**src/rtl/sub8_rr_arbiter_pkg.sv**
```systemverilog
// Shared constants and helpers for the round-robin shared 8-bit subtractor.
// Combinational only; no latency or backpressure of its own.
package sub8_rr_arbiter_pkg;

    localparam int NREQ_DEF = 4;
    localparam int OPW      = 8;

    function automatic int clog2(input int value);
        int res;
        res = 0;
        while ((1 << res) < value) begin
            res = res + 1;
        end
        return res;
    endfunction

    localparam int IDW_DEF = clog2(NREQ_DEF);

endpackage

```
**src/rtl/sub8_rr_arbiter_borrow.sv**
```systemverilog
// 8-bit carry-chain subtractor computing A + ~B + 1; borrow is the inverted carry out.
// Purely combinational: zero latency, no backpressure.
module sub8_borrow
    import sub8_rr_arbiter_pkg::*;
(
    input  logic [OPW-1:0] i_a,
    input  logic [OPW-1:0] i_b,
    output logic [OPW-1:0] o_dat,
    output logic           o_cout
);

    logic w_c;
    logic w_p;

    // Each stage mirrors a MUXCY/XORCY pair: propagate passes carry, else generate from A.
    always_comb begin
        w_c   = 1'b1;
        w_p   = 1'b0;
        o_dat = '0;
        for (int i = 0; i < OPW; i++) begin
            w_p      = i_a[i] ^ ~i_b[i];
            o_dat[i] = w_p ^ w_c;
            w_c      = w_p ? w_c : i_a[i];
        end
        o_cout = w_c;
    end

endmodule

```
**src/rtl/sub8_rr_arbiter.sv**
```systemverilog
// Round-robin arbiter sharing one subtractor among NREQ requesters; result registered.
// Latency grant->o_valid 1 cycle; o_valid && !i_ready stalls grants and holds all state.
module sub8_rr_arbiter
    import sub8_rr_arbiter_pkg::*;
#(
    parameter int NREQ = NREQ_DEF,
    parameter int IDW  = clog2(NREQ),
    parameter int CNTW = 16
) (
    input  logic                i_clk,
    input  logic                i_rst_n,
    input  logic [NREQ-1:0]     i_req,
    input  logic [NREQ*OPW-1:0] i_a,
    input  logic [NREQ*OPW-1:0] i_b,
    output logic [NREQ-1:0]     o_gnt,
    output logic                o_valid,
    input  logic                i_ready,
    output logic [OPW-1:0]      o_dat,
    output logic                o_borrow,
    output logic [IDW-1:0]      o_id,
    output logic [CNTW-1:0]     o_op_count
);

    logic [IDW-1:0]  r_ptr;
    logic            r_valid;
    logic [OPW-1:0]  r_dat;
    logic            r_borrow;
    logic [IDW-1:0]  r_id;
    logic [CNTW-1:0] r_cnt;

    logic [IDW-1:0]  w_sel;
    logic            w_found;
    logic [IDW:0]    w_idx;
    logic            w_accept;
    logic            w_consume;
    logic [OPW-1:0]  w_a;
    logic [OPW-1:0]  w_b;
    logic [OPW-1:0]  w_diff;
    logic            w_cout;

    // Search starts at r_ptr and wraps modulo NREQ; first requester found wins.
    always_comb begin
        w_sel   = '0;
        w_found = 1'b0;
        w_idx   = '0;
        for (int k = 0; k < NREQ; k++) begin
            w_idx = {1'b0, r_ptr} + (IDW+1)'(k);
            if (w_idx >= (IDW+1)'(NREQ)) begin
                w_idx = w_idx - (IDW+1)'(NREQ);
            end
            if (!w_found && i_req[w_idx[IDW-1:0]]) begin
                w_found = 1'b1;
                w_sel   = w_idx[IDW-1:0];
            end
        end
    end

    // Reset gating keeps grants off while the output register is being cleared.
    assign w_accept  = i_rst_n && w_found && (!r_valid || i_ready);
    assign w_consume = r_valid && i_ready;
    assign o_gnt     = w_accept ? (NREQ'(1) << w_sel) : '0;

    assign w_a = i_a[{w_sel, 3'b000} +: OPW];
    assign w_b = i_b[{w_sel, 3'b000} +: OPW];

    sub8_borrow u_sub (
        .i_a    (w_a),
        .i_b    (w_b),
        .o_dat  (w_diff),
        .o_cout (w_cout)
    );

    always_ff @(posedge i_clk or negedge i_rst_n) begin
        if (!i_rst_n) begin
            r_ptr    <= '0;
            r_valid  <= 1'b0;
            r_dat    <= '0;
            r_borrow <= 1'b0;
            r_id     <= '0;
        end else if (w_accept) begin
            r_dat    <= w_diff;
            r_borrow <= ~w_cout;
            r_id     <= w_sel;
            r_valid  <= 1'b1;
            r_ptr    <= (w_sel == IDW'(NREQ-1)) ? '0 : w_sel + IDW'(1);
        end else if (w_consume) begin
            r_valid  <= 1'b0;
        end
    end

    always_ff @(posedge i_clk or negedge i_rst_n) begin
        if (!i_rst_n) begin
            r_cnt <= '0;
        end else if (w_consume && (r_cnt != {CNTW{1'b1}})) begin
            r_cnt <= r_cnt + CNTW'(1);
        end
    end

    assign o_valid    = r_valid;
    assign o_dat      = r_dat;
    assign o_borrow   = r_borrow;
    assign o_id       = r_id;
    assign o_op_count = r_cnt;

endmodule
```
**config.mk**
```make
export PLATFORM = sky130hd
export DESIGN_NAME = sub8_rr_arbiter
export DESIGN_NICKNAME = d
export VERILOG_FILES = /design/src/rtl/sub8_rr_arbiter_pkg.sv /design/src/rtl/sub8_rr_arbiter_borrow.sv /design/src/rtl/sub8_rr_arbiter.sv
export SDC_FILE = /design/constraint.sdc
export NUM_CORES = 1
export LEC_CHECK = 0
export CAP_MARGIN = 20
export CORE_UTILIZATION = 42
export CTS_BUF_LIST = sky130_fd_sc_hd__clkbuf_2 sky130_fd_sc_hd__clkbuf_4 sky130_fd_sc_hd__clkbuf_8
export DETAILED_ROUTE_END_ITERATION = 12
export DONT_BUFFER_PORTS = 1
export PLACE_DENSITY_LB_ADDON = 0.2
export SLEW_MARGIN = 20
export SYNTH_ARGS = -nofsm -noshare
export SYNTH_HDL_FRONTEND = slang
export SYNTH_HIERARCHICAL = 1
export SYNTH_SLANG_ARGS = --single-unit
```
**constraint.sdc**
```tcl
create_clock -name i_clk -period 3.2 [get_ports i_clk]
set_input_delay 0.64 -clock i_clk [delete_from_list [all_inputs] [get_ports i_clk]]
set_output_delay 0.64 -clock i_clk [all_outputs]
set_load 0.005 [all_outputs]
```
==> impl_metrics.tcl <==
set metrics [dict create \
    status "completed" \
    ant_nets 0 \
    crit_fanout 10 \
    place.detailed.hpwl_mm 3.81 \
    start_util 0.433 \
    yosys_warnings 6 \
    fin_cells 338 \
    vdd_drop_max_mv 0.368 \
    layout-drive-gt1-share 0.135 \
    critPathLaunch "r_ptr[1]" \
    viasPerCell 5.36 \
    drtIter0Drc 55 \
    rsz0062_at_grt "false" \
    slowest_delay_ns 0.45 \
    ys_types 43 \
    period_share 0.908 \
    critPathCaptureType "flop" \
    die_area_um2 5990 \
    globalplace.congestion 0.806 \
    cts_setup_buffers 0 \
    rows 27 \
    setup_viol 0 \
    io_buffers 0 \
    cts_buffer_depth 2 \
    rrSetupSlack_ns 0.29 \
    synth-main-ff-cell "dfrtp_1" \
    path_clk_slew_ns 0.06 \
    synthCells 255 \
    cts_tree "built" \
    fin_util 0.474 \
    power_mw 1.97 \
    wl_per_cell_um 14.4 \
    timing.rr.start "r_ptr[1]" \
    synth_nets 329 \
    p_sw_mw 0.786 \
    clockPowerShare 0.162 \
    core_um2 5510 \
    synth_most_common_cell "mux2i_1" \
    worst_pin_slew_ns 0.786 \
    ys_top_cells_by_count "mux2i_1 (49), nand2_1 (45), dfrtp_1 (30)" \
    crit_arrival_ns 3.08 \
    cp_cell_sequence "mux2i_1, nor2_1, a311oi_4, buf_4, buf_6, mux2i_1, nand2b_1, a31oi_2, o21ai_1, maj3_2, xor2_1, nand2_1, nand2_1" \
    track_usage 0.170 \
    synth_area_leaders "dfrtp_1 (31%), mux2i_1 (21%), xnor2_1 (8.1%)" \
    synth_edf_count 0 \
    final.min_clock_period_ns 2.91 \
    async_reset_ff_frac 1.00 \
    first_pass_iters 4 \
    cts_buffers 5 \
    first_global_vias 1840 \
    ys_seq_area_frac 0.315 \
    maxSlewViolCount 0 \
    hold_path_class "input pin to async pin" \
    ctsHoldBuffers 0 \
    die_h_um 77.4 \
    syn_area_um2 2390 \
    skew_ns 0.00517 \
    synth_area_per_cell_um2 9.36 \
    leakage_nw 1.16 \
    drv_cap 0 \
    cts_resized 0 \
    fin_nets 339 \
    yosys.area.top_type "dfrtp_1" \
    p_seq_frac 0.315 \
    start_kind "flop" \
    reg2reg_depth 13 \
    path_class "flop to flop" \
    io_pins 103 \
    hold_violations 0 \
    combPwrFrac 0.523 \
    synth_top_area_share 0.315 \
    h-tree-depth 2 \
    globalRouteOverflowTotal 0 \
    worstReg2RegEnd "o_dat[6]" \
    ys_ff_latch 30 \
    p_per_area_nw_per_um2 757 \
    drc 0 \
    num-fill-cells 544 \
    grt_max_degree 32 \
    p_int_mw 1.19 \
    num_vias 1812 \
    dpl.cell_count 330 \
    cp.required_ns 3.38 \
    clock_sinks 30 \
    p_sw_frac 0.398 \
    wl_mm 4.87 \
    fin_setup_tns_ns 0 \
    clk_latency_ns 0.28 \
    antenna_found_initial 0 \
    grt_pass1_wl_mm 8.16 \
    areaGrowthSynthToFinish_pct 9.28 \
    clockRootBuffer "clkbuf_8" \
    worst_path_max_delay_cell "dfrtp_2" \
    diodes 0 \
    die_w_um 77.4 \
    maxSlewHeadroom 0.475 \
    fmax_mhz 344 \
]
==> layout by cell type (no fill, tap or decap), types with 2 or more instances in the layout <==
| cell | netlist | routed |
|---|---|---|
| a21oi_2 | 2 | 2 |
| nand4_1 | 7 | 7 |
| dfrtp_1 | 30 | 29 |
| and2_1 | 3 | 3 |
| or2_1 | 2 | 2 |
| nand2_1 | 45 | 45 |
| clkbuf_8 | 0 | 6 |
| xor2_1 | 5 | 5 |
| buf_4 | 2 | 9 |
| nor2_1 | 12 | 12 |
| nand3_1 | 6 | 6 |
| nor2b_1 | 7 | 7 |
| and3_1 | 2 | 2 |
| ha_1 | 3 | 2 |
| xnor2_1 | 22 | 22 |
| o21ai_0 | 2 | 2 |
| a21oi_1 | 8 | 8 |
| nand2b_1 | 11 | 11 |
| nor3_1 | 3 | 3 |
| inv_1 | 7 | 7 |
| mux2i_1 | 49 | 48 |
| o21ai_1 | 2 | 2 |
==> layout make-up <==
type	instances	area (um2)	area share
multi-input cells	210	1550	0.593
flip-flops and latches	30	752	0.288
repair buffers	11	98.8	0.0379
clock buffers	7	90.1	0.0345
well taps	72	90.1	0.0345
inverters	7	26.3	0.0101
clock inverters	1	5.00	0.00192
==> sequential cells by signal, indices dropped and copies added, names as in the netlist <==
register    count
o_valid         1
o_id            2
o_borrow        1
r_ptr           2
o_dat           8
o_op_count     16
==> worst max path at each step <==
stage                     slack [ns]  endpoint  depth (start not counted)
after floorplan                 0.08  o_dat[6]                         14
after global placement          0.15  o_dat[6]                         13
after detailed placement        0.11  o_dat[6]                         13
after CTS                       0.15  o_dat[6]                         13
after global routing           0.008  o_dat[5]                         13
final                           0.29  o_dat[6]                         13
==> layer usage <==
layer  share of wire  vias up  global-route usage
li1                -      911                   -
met1            0.43      842               0.194
met2            0.50       54               0.298
met3           0.062        5              0.0518
met4           0.011        0              0.0566
met5               0        -                   0
==> logic make-up (layout without fill, tap and decap cells) <==
kind of cell / count (synthesis) / count (layout) / share of synthesized area
AND/OR/NAND/NOR: 101 / 101 / 0.205
multiplexers: 50 / 50 / 0.210
flip-flops: 30 / 30 / 0.315
AO/OA/AOI/OAI: 28 / 28 / 0.103
XOR/XNOR: 27 / 27 / 0.0991
buffers and inverters: 15 / 26 / 0.0477
adder cells (fa/ha/maj): 4 / 4 / 0.0205
==> per-stage QoR <==
stage / hold slack (ns) / setup WS [ns] / area [um2]
3_3_place_gp: 0.345 / 0.150 / 2490
2_1_floorplan: 0.344 / 0.0845 / 2390
6_report: 0.0488 / 0.293 / 2610
4_1_cts: 0.0336 / 0.153 / 2590
5_1_grt: 0.0282 / 0.00780 / 2610
3_5_place_dp: 0.345 / 0.109 / 2490
==> power by group through the flow <==
stage	Sequential [mW]	Combinational (mW)	Clock, mW
after floorplan	0.587	0.882	0
after global placement	0.629	1.01	0
after detailed placement	0.629	1.03	0
after CTS	0.624	1.03	0.332
after global routing	0.644	1.17	0.349
final	0.622	1.03	0.319
==> critical path, delay by kind of cell (launching register included) <==
family,cells,cell delay [ns]
compound gates,3,0.69
xor+xnor,1,0.14
fa+ha+maj,1,0.32
buf+inv,2,0.41
flops,1,0.45
mux,2,0.44
simple gates,4,0.35
Power figures use the tool's default switching activity.
